[src/rtl/alu_pkg.sv]
// Shared definitions for the ALU issue controller: op codes, flag layout, FSM encoding, command record.
// Latency: n/a (types, constants and pure functions only).
// Backpressure: n/a.
package alu_pkg;

  localparam int FLAGS_W = 5;

  localparam logic [2:0] OP_ADD = 3'b000;
  localparam logic [2:0] OP_SUB = 3'b001;
  localparam logic [2:0] OP_MUL = 3'b010;
  localparam logic [2:0] OP_DIV = 3'b011;

  // Flag bit positions within {invalid, div_by_zero, overflow, underflow, inexact}
  localparam int FLG_INV = 4;
  localparam int FLG_DZ  = 3;
  localparam int FLG_OVF = 2;
  localparam int FLG_UNF = 1;
  localparam int FLG_INX = 0;

  // Flags reported for operations that never reach (or never return from) the ALU
  localparam logic [FLAGS_W-1:0] FLAGS_INV = FLAGS_W'(1) << FLG_INV;

  typedef enum logic [1:0] {
    ST_IDLE  = 2'd0,
    ST_ISSUE = 2'd1,
    ST_DRAIN = 2'd2,
    ST_RESP  = 2'd3
  } state_t;

  // Operation fields as stored in the command FIFO; the user tag is appended after it
  typedef struct packed {
    logic [31:0] a;
    logic [31:0] b;
    logic [2:0]  op;
    logic        mode;
    logic        round;
  } op_t;

  localparam int OP_W = $bits(op_t);

  function automatic logic op_legal(input logic [2:0] op);
    return (op == OP_ADD) || (op == OP_SUB) || (op == OP_MUL) || (op == OP_DIV);
  endfunction

  // Half precision only uses the low 16 bits; the upper half is forced to zero
  function automatic logic [31:0] hp_mask(input logic [31:0] v, input logic sp);
    return sp ? v : {16'h0000, v[15:0]};
  endfunction

endpackage

[src/rtl/alu_cmd_fifo.sv]
// Generic synchronous FIFO with occupancy count, full and empty.
// Latency: a pushed word is visible at pop_dat the cycle after the push edge.
// Backpressure: caller gates push with full (push+pop when full is allowed); pop must not be issued when empty.
module alu_cmd_fifo #(
  parameter int DEPTH = 4,
  parameter int WIDTH = 8
) (
  input  logic                     clk,
  input  logic                     rst,
  input  logic                     push,
  input  logic [WIDTH-1:0]         push_dat,
  input  logic                     pop,
  output logic [WIDTH-1:0]         pop_dat,
  output logic [$clog2(DEPTH):0]   count,
  output logic                     full,
  output logic                     empty
);

  localparam int AW = $clog2(DEPTH);

  logic [WIDTH-1:0] mem [DEPTH];
  logic [AW-1:0]    wr_ptr;
  logic [AW-1:0]    rd_ptr;

  // Storage array: written on push, no reset needed since reads are gated by count
  always_ff @(posedge clk) begin
    if (push) mem[wr_ptr] <= push_dat;
  end

  // Pointers wrap naturally modulo DEPTH (power of two); count tracks occupancy
  always_ff @(posedge clk or negedge rst) begin
    if (!rst) begin
      wr_ptr <= '0;
      rd_ptr <= '0;
      count  <= '0;
    end else begin
      if (push) wr_ptr <= wr_ptr + 1'b1;
      if (pop)  rd_ptr <= rd_ptr + 1'b1;
      case ({push, pop})
        2'b10:   count <= count + 1'b1;
        2'b01:   count <= count - 1'b1;
        default: count <= count;
      endcase
    end
  end

  assign pop_dat = mem[rd_ptr];
  assign full    = (count == (AW+1)'(DEPTH));
  assign empty   = (count == '0);

endmodule

[src/rtl/alu_issue_ctrl.sv]
// Issue stage for the FP ALU: queues commands, runs one ALU start/valid_out handshake at a time, returns tagged results.
// Latency: command into an empty idle block raises alu_start one cycle after the push edge; ALU answer -> rsp_valid >= 2 cycles.
// Backpressure: cmd_ready drops only when the FIFO is full and no pop is happening; rsp held stable until rsp_ready.
module alu_issue_ctrl
  import alu_pkg::*;
#(
  parameter int DEPTH   = 4,
  parameter int TAG_W   = 4,
  parameter int TIMEOUT = 64
) (
  input  logic               clk,
  input  logic               rst,
  input  logic               cmd_valid,
  output logic               cmd_ready,
  input  logic [31:0]        cmd_a,
  input  logic [31:0]        cmd_b,
  input  logic [2:0]         cmd_op,
  input  logic               cmd_mode,
  input  logic               cmd_round,
  input  logic [TAG_W-1:0]   cmd_tag,
  output logic [31:0]        alu_op_a,
  output logic [31:0]        alu_op_b,
  output logic [2:0]         alu_op_code,
  output logic               alu_mode_fp,
  output logic               alu_round_mode,
  output logic               alu_start,
  input  logic [31:0]        alu_result,
  input  logic               alu_valid_out,
  input  logic [FLAGS_W-1:0] alu_flags,
  output logic               rsp_valid,
  input  logic               rsp_ready,
  output logic [31:0]        rsp_result,
  output logic [FLAGS_W-1:0] rsp_flags,
  output logic [TAG_W-1:0]   rsp_tag,
  output logic               rsp_timeout,
  output logic [FLAGS_W-1:0] sticky_flags,
  input  logic               sticky_clr,
  output logic               busy
);

  localparam int FW   = OP_W + TAG_W;
  localparam int WD_W = $clog2(TIMEOUT + 1);
  localparam logic [WD_W-1:0] WD_LAST = WD_W'(TIMEOUT - 1);

  state_t                 state;
  logic [WD_W-1:0]        wdog;
  logic [FW-1:0]          fifo_in;
  logic [FW-1:0]          fifo_out;
  logic [$clog2(DEPTH):0] fifo_count;
  logic                   fifo_full;
  logic                   fifo_empty;
  logic                   push;
  logic                   pop;
  logic                   rsp_hs;
  op_t                    head;
  logic [TAG_W-1:0]       head_tag;

  assign fifo_in          = {cmd_a, cmd_b, cmd_op, cmd_mode, cmd_round, cmd_tag};
  assign {head, head_tag} = fifo_out;

  // The head leaves the FIFO on the cycle the FSM picks it up from IDLE
  assign pop       = (state == ST_IDLE) && !fifo_empty;
  assign cmd_ready = !fifo_full || pop;
  assign push      = cmd_valid && cmd_ready;
  assign rsp_hs    = rsp_valid && rsp_ready;
  assign busy      = (fifo_count != '0) || (state != ST_IDLE);

  alu_cmd_fifo #(
    .DEPTH (DEPTH),
    .WIDTH (FW)
  ) u_fifo (
    .clk      (clk),
    .rst      (rst),
    .push     (push),
    .push_dat (fifo_in),
    .pop      (pop),
    .pop_dat  (fifo_out),
    .count    (fifo_count),
    .full     (fifo_full),
    .empty    (fifo_empty)
  );

  // Issue FSM: owns the ALU drive, the watchdog and the registered response outputs
  always_ff @(posedge clk or negedge rst) begin
    if (!rst) begin
      state          <= ST_IDLE;
      wdog           <= '0;
      alu_op_a       <= '0;
      alu_op_b       <= '0;
      alu_op_code    <= '0;
      alu_mode_fp    <= 1'b0;
      alu_round_mode <= 1'b0;
      alu_start      <= 1'b0;
      rsp_valid      <= 1'b0;
      rsp_result     <= '0;
      rsp_flags      <= '0;
      rsp_tag        <= '0;
      rsp_timeout    <= 1'b0;
    end else begin
      case (state)
        ST_IDLE: begin
          if (!fifo_empty) begin
            alu_op_a       <= hp_mask(head.a, head.mode);
            alu_op_b       <= hp_mask(head.b, head.mode);
            alu_op_code    <= head.op;
            alu_mode_fp    <= head.mode;
            alu_round_mode <= head.round;
            rsp_tag        <= head_tag;
            rsp_timeout    <= 1'b0;
            wdog           <= '0;
            if (op_legal(head.op)) begin
              alu_start <= 1'b1;
              state     <= ST_ISSUE;
            end else begin
              // Illegal op is answered locally without touching the ALU
              rsp_result <= '0;
              rsp_flags  <= FLAGS_INV;
              rsp_valid  <= 1'b1;
              state      <= ST_RESP;
            end
          end
        end
        ST_ISSUE: begin
          if (alu_valid_out) begin
            alu_start  <= 1'b0;
            rsp_result <= hp_mask(alu_result, alu_mode_fp);
            rsp_flags  <= alu_flags;
            wdog       <= '0;
            state      <= ST_DRAIN;
          end else if (wdog == WD_LAST) begin
            alu_start   <= 1'b0;
            rsp_result  <= '0;
            rsp_flags   <= FLAGS_INV;
            rsp_timeout <= 1'b1;
            wdog        <= '0;
            state       <= ST_DRAIN;
          end else begin
            wdog <= wdog + 1'b1;
          end
        end
        ST_DRAIN: begin
          // Wait for the ALU to release valid_out so the next start is seen as a new operation
          if (!alu_valid_out) begin
            rsp_valid <= 1'b1;
            state     <= ST_RESP;
          end else if (wdog == WD_LAST) begin
            rsp_timeout <= 1'b1;
            rsp_valid   <= 1'b1;
            state       <= ST_RESP;
          end else begin
            wdog <= wdog + 1'b1;
          end
        end
        ST_RESP: begin
          if (rsp_ready) begin
            rsp_valid <= 1'b0;
            state     <= ST_IDLE;
          end
        end
        default: state <= ST_IDLE;
      endcase
    end
  end

  // Sticky exception flags: a clear coinciding with a handshake keeps only the new flags
  always_ff @(posedge clk or negedge rst) begin
    if (!rst) begin
      sticky_flags <= '0;
    end else if (sticky_clr || rsp_hs) begin
      sticky_flags <= (sticky_clr ? '0 : sticky_flags) | (rsp_hs ? rsp_flags : '0);
    end
  end

endmodule

[config.mk]
export PLATFORM = sky130hd
export DESIGN_NAME = alu_issue_ctrl
export DESIGN_NICKNAME = d
export VERILOG_FILES = /design/src/rtl/alu_pkg.sv /design/src/rtl/alu_cmd_fifo.sv /design/src/rtl/alu_issue_ctrl.sv
export SDC_FILE = /design/constraint.sdc
export NUM_CORES = 1
export LEC_CHECK = 0
export CAP_MARGIN = 5
export CORE_UTILIZATION = 30
export DETAILED_ROUTE_END_ITERATION = 6
export DONT_BUFFER_PORTS = 1
export PLACE_DENSITY = 0.49
export SKIP_LAST_GASP = 1
export SYNTH_ARGS = -nofsm -noshare
export SYNTH_HDL_FRONTEND = slang
export SYNTH_SLANG_ARGS = --single-unit
[constraint.sdc]
create_clock -name clk -period 3.2 [get_ports clk]
set_input_delay 0.64 -clock clk [delete_from_list [all_inputs] [get_ports clk]]
set_output_delay 0.64 -clock clk [all_outputs]
set_load 0.02 [all_outputs]
# Yosys cells after proc, flatten, opt, wreduce, memory -nomap -nowiden
# Memory sizes are Yosys's and may differ from the RTL's.
# Index checks and enable logic that the tools add are counted.
[totals] inputBits=116 mem_bits_rw=292 regBits=134 memories=1
[mem_list] name="u_fifo.mem" depth=4 width=73 rd=1 rd_clocked_by_memory_dff=0 wr=1 line="alu_cmd_fifo.sv:21" rtl="logic [WIDTH-1:0] mem [DEPTH];"
[op_classes] n_eq_ne=19 muxes=48 add_sub_neg=5 reduce_logical=27 bitwise=2
[op_table] op="two-way mux 32 bit" count=7
[op_table] op="one-hot mux 32 bit (2 select lines)" count=1
[op_table] op="two-way mux 7 bit" count=5
[op_table] op="two-way mux 5 bit" count=6
[op_table] op="one-hot mux 7 bit (3 select lines)" count=1
[op_table] op="AND reduction 4 bit" count=5
[op_table] op="two-way mux 1 bit" count=15
[op_table] op="two-way mux 2 bit" count=7
[op_table] op="inequality test 2 bit (second input constant)" count=6
[op_table] op="one-hot mux 5 bit (2 select lines)" count=1
[op_table] op="nonzero test 3 bit" count=3
[op_table] op="one-hot mux 2 bit (4 select lines)" count=1
[op_table] op="adder 7 x 1 -> 7 bit (second input constant)" count=1
[op_table] op="== test 7 x 6 -> 1 bit (second input constant)" count=1
[op_table] op="== test 2 bit (second input constant)" count=3
[op_table] op="== test 3 x 2 -> 1 bit (second input constant)" count=2
[op_table] op="zero test 3 bit" count=2
[op_table] op="logical OR 1 bit" count=6
[op_table] op="inequality test 3 bit (second input constant)" count=2
[op_table] op="one-hot mux 1 bit (3 select lines)" count=2
[op_table] op="one-hot mux 3 bit (2 select lines)" count=1
[op_table] op="nonzero test 2 bit" count=3
[op_table] op="bitwise OR 5 bit" count=1
[op_table] op="AND reduction 5 bit" count=1
[op_table] op="other kinds (13)" count=18

# Logic depth before layout (Yosys ltp)
# An unclocked memory read counts as a cell.
[depth] depth_word=8 depth_mapped=8

# Cells and area by module
# Synthesis repeated with hierarchy kept, for this count alone.
[unflattened] cells_unflattened=978 hier_area_um2=16368.2
[by_module_without_submodules] mod="alu_cmd_fifo" cells_per_inst=418 area_each_um2=10928.0 n_inst=1
[by_module_without_submodules] mod="alu_issue_ctrl" cells_per_inst=560 area_each_um2=5440.2 n_inst=1

# Least setup slack after synthesis
# Ideal clock, no wire load.
[synth_timing] path_kind="flip-flop to flip-flop" start="register state[0]" end="memory u_fifo.mem[0][0] in the netlist's numbering, enable pin" path_slack_ns=-0.273 required_time_ns=2.760 arrival_time_ns=3.033 path_stages_with_launch=7 synth_period_minus_slack_ns=3.473 n_path_buf=2 cell_sequence="dfrtp_1 inv_1 ha_1 buf_2 or4b_2 clkbuf_1 and3_1"
[synth_between] elab_chain_len=6
[synth_lines] item="start, declared" line="alu_issue_ctrl.sv:45" rtl="state_t state;"
[synth_lines] item="start signal, assigned" line="alu_issue_ctrl.sv:86" rtl="state <= ST_IDLE;"
[synth_lines] item="start signal, assigned" line="alu_issue_ctrl.sv:113" rtl="state <= ST_ISSUE;"
[synth_lines] item="start signal, assigned" line="alu_issue_ctrl.sv:119" rtl="state <= ST_RESP;"
[synth_lines] item="zero test 2 bit" line="alu_issue_ctrl.sv:62" rtl="assign pop = (state == ST_IDLE) && !fifo_empty;"
[synth_lines] item="logical AND 1 bit" line="alu_issue_ctrl.sv:62"
[synth_lines] item="logical OR 1 bit" line="alu_issue_ctrl.sv:63" rtl="assign cmd_ready = !fifo_full || pop;"
[synth_lines] item="net cmd_ready" line="alu_issue_ctrl.sv:14" rtl="output logic cmd_ready,"
[synth_lines] item="logical AND 1 bit" line="alu_issue_ctrl.sv:64" rtl="assign push = cmd_valid && cmd_ready;"
[synth_lines] item="two-way mux 1 bit" line="alu_cmd_fifo.sv:27" rtl="if (push) mem[wr_ptr] <= push_dat;"
[synth_lines] item="two-way mux 1 bit (implied by the code)" line="alu_cmd_fifo.sv:27"
[synth_lines] item="end, declared" line="alu_cmd_fifo.sv:21"
# The timed path passes the listed nets, and every way through them passes these cells.

# Final worst setup path
[layout_timing] start="register state[0]" end="output port cmd_ready"
[layout_between] elab_chain_len=3
[layout_lines] item="zero test 2 bit" line="alu_issue_ctrl.sv:62"
[layout_lines] item="logical AND 1 bit" line="alu_issue_ctrl.sv:62"
[layout_lines] item="logical OR 1 bit" line="alu_issue_ctrl.sv:63"
[layout_lines] item="end, declared" line="alu_issue_ctrl.sv:14"
# Every way passes these cells.

==> results.ini <==
[routing]
vias=8067
drtIter0Drc=450
drc=0
routed_via_density=4.65
ant_nets=0
wl_um=36100
drtPass1Iterations=4
route.detailed.wl_per_inst_um=20.8

[global_routing]
met2_usage_pct=22.0
grt_usage_pct=13.2
grt_max_degree=135
grt_pass1_wl_um=55300
busiest_layer=met2
grt_antenna_before_repair=0
grt_overflow=0
met3_usage_pct=4.05
use_met1_pct=16.3
grt_pass1_vias=8551

[floorplanning]
start_util_pct=30.4
pin_count=236
die_h_um=236
die-area_um2=55700
die_w_um=236
core_area_um2=54000
rows=85

[synthesis]
async_flop_share_pct=31.5
synth_common_cells=292 x edfxtp_1, 181 x nand2_1, 134 x dfrtp_1
ys_types=47
syn_area_um2=16400
yosys_warnings=0
synth_fa_ha_area_share_pct=0.883
synth_top_family_by_area=multiplexers
post-synth-top-count-cell=edfxtp_1
yosysSeqAreaShare_pct=73.7
synth_xor_area_share_pct=0.266
syn_area_per_cell_um2=16.8
syn-num-nets=1105
synth_cells=978
synth_top_area_share_pct=53.3
synthFlopType=edfxtp_1
yosys-top-cells-area=edfxtp_1 53%, dfrtp_1 20%, mux4_2 9.9%
ys_ff_latch=426
synth_mux_area_share_pct=13.1
synth-simple-area-share_pct=6.23
synth_compound_area_share_pct=2.90
synth_area_leader_cell=edfxtp_1
synth-edff-count=292

[critical_path]
crit_end=cmd_ready
worst_r2r_endpoint=u_fifo.mem[2][44]
cp-start-kind=register
crit_path_max_fanout=9
critPathKind=reg2out
crit_path_end_kind=output pin
startpoint=state[0]
timing.rr.start=state[0]
worstRegToRegCells=5
arrival_ns=2.26
ff2ff_setup_slack_ns=0.56
cp.required_ns=2.56

[place]
dpl-instance-area_um2=17400
dp_hpwl_um=21900
gp_congestion=0.682
io_buffers=0
dp.cells=1645

[cts]
cts_tree=built
cts_resized=0
cts-buffers-inserted=47
clock_sinks=426
clk_pin_slew_ns=0.06
cts_buffer_depth=3
clock_latency_ns=0.57
root_buffer=clkbuf_16
post_cts_buffers=0
cts.htree.levels=2

[sta]
slew_violations=0
setup_tns_ns=0
hold_viol_final=134
max-slew-margin-rel_pct=22.8
rsz0062_at_grt=false
period_share_pct=90.7
timing.hold.ws_ns=-0.217
setup_viol=0
finalCriticalPeriod_ns=2.90
fin_worst_skew_ns=0.0245
tightest_slew_ns=1.15
fmax_mhz=344

[power]
p_int_uw=12900
pwr-share-comb_pct=25.1
p_per_area_nw_per_um2=1020
p_total_uw=19400
max-vdd-ir-drop_mv=0.603
switchingPower_uw=6520
power_frac_seq_pct=45.9
p_clk_share_pct=29.0
p_sw_share_pct=33.6
leakagePower_uw=0.00712

[run_status]
violations=hold timing
outcome=complete, but fails checks

[cells_and_area]
drive_gt1_share_pct=19.5
instances_no_fill=1733
n_antenna_cell=0
layout.nets=1125
design_area_um2=19000
synthToLayoutAreaGrowth_pct=15.6

[worst_hold_path]
hp-class=in2async

[run]
cap_violations=0

-- critical path, cell delays in order, from the launching register on --
cell     delay, ns
dfrtp_1       0.39
inv_1         0.10
ha_1          0.34
or4b_2        0.87
-- flip-flops by register name, summed over array words and instances (netlist names) --
signal / count
state: 2
rsp_tag: 4
alu_op_a: 32
u_fifo.rd_ptr: 2
alu_round_mode: 1
sticky_flags: 5
u_fifo.wr_ptr: 2
rsp_timeout: 1
u_fifo.mem: 292
alu_op_code: 3
wdog: 7
u_fifo.count: 3
rsp_result: 32
alu_op_b: 32
rsp_valid: 1
rsp_flags: 5
alu_start: 1
alu_mode_fp: 1
-- kinds of logic after synthesis --
| logic type | count (synthesis) |
|---|---|
| simple gates | 235 |
| buf+inv | 116 |
| xor+xnor | 5 |
| mux | 119 |
| flops | 426 |
| fa+ha+maj | 11 |
| compound gates | 66 |
-- per-stage QoR --
step | worst slack (ns) | util, %
final | 0.297 | 35.2
after global routing | 0.188 | 35.2
after CTS | 0.240 | 35.2
after detailed placement | 0.533 | 32.1
after global placement | 0.582 | 32.1
after floorplan | 0.483 | -
-- power by group through the flow --
| stage | Combinational, µW | Sequential [µW] | Clock (µW) |
|---|---|---|---|
| 6_report | 4870 | 8920 | 5640 |
| 3_5_place_dp | 5050 | 9060 | 0 |
| 3_3_place_gp | 5010 | 9030 | 0 |
| 2_1_floorplan | 3840 | 8680 | 0 |
| 5_1_grt | 5450 | 9080 | 6030 |
| 4_1_cts | 5060 | 8950 | 5850 |
-- routing by layer --
layer,vias up,routed length [µm]
met1,4126,15000
met2,217,17700
li1,3668,-
met5,-,0
met3,56,2600
met4,0,825
-- layout make-up --
type / instances / area, µm²
Clock inverter: 24 / 308
Multi-Input combinational cell: 436 / 3900
Inverter: 69 / 259
Tap cell: 696 / 871
Timing Repair Buffer: 18 / 210
Fill cell: 5181 / 35000
Clock buffer: 64 / 1330
Sequential cell: 426 / 12100
-- placed cells by master, fill, tap and decap left out, types with 2 or more instances in the layout --
master / count
a211oi_1: 2
a21boi_0: 2
a21oi_1: 5
a221o_1: 4
a22o_1: 3
and2_1: 2
and3_1: 18
and3_4: 4
buf_12: 6
buf_4: 12
bufinv_16: 6
clkbuf_1: 9
clkbuf_16: 48
clkbuf_8: 7
clkinv_1: 2
clkinv_2: 5
clkinvlp_4: 7
dfrtp_1: 132
dfrtp_4: 2
edfxtp_1: 292
ha_1: 10
inv_1: 69
inv_6: 3
mux2_2: 10
mux2_4: 10
mux2i_1: 27
mux4_2: 72
nand2_1: 181
nand2b_1: 3
nand3_1: 8
nor2_1: 6
nor2b_1: 2
nor3_1: 2
nor4_1: 2
o21ai_0: 9
o31ai_1: 33
xnor2_1: 4
-- how the worst min path moves through the flow --
| stage | endpoint | slack (ns) |
|---|---|---|
| 2_1_floorplan | alu_mode_fp | 0.34 |
| 3_3_place_gp | rsp_result[0] | 0.35 |
| 3_5_place_dp | alu_op_b[19] | 0.35 |
| 4_1_cts | alu_op_a[18] | -0.29 |
| 5_1_grt | alu_op_a[2] | -0.26 |
| 6_report | rsp_flags[0] | -0.22 |
No activity file was read; power rests on OpenSTA's default activity.
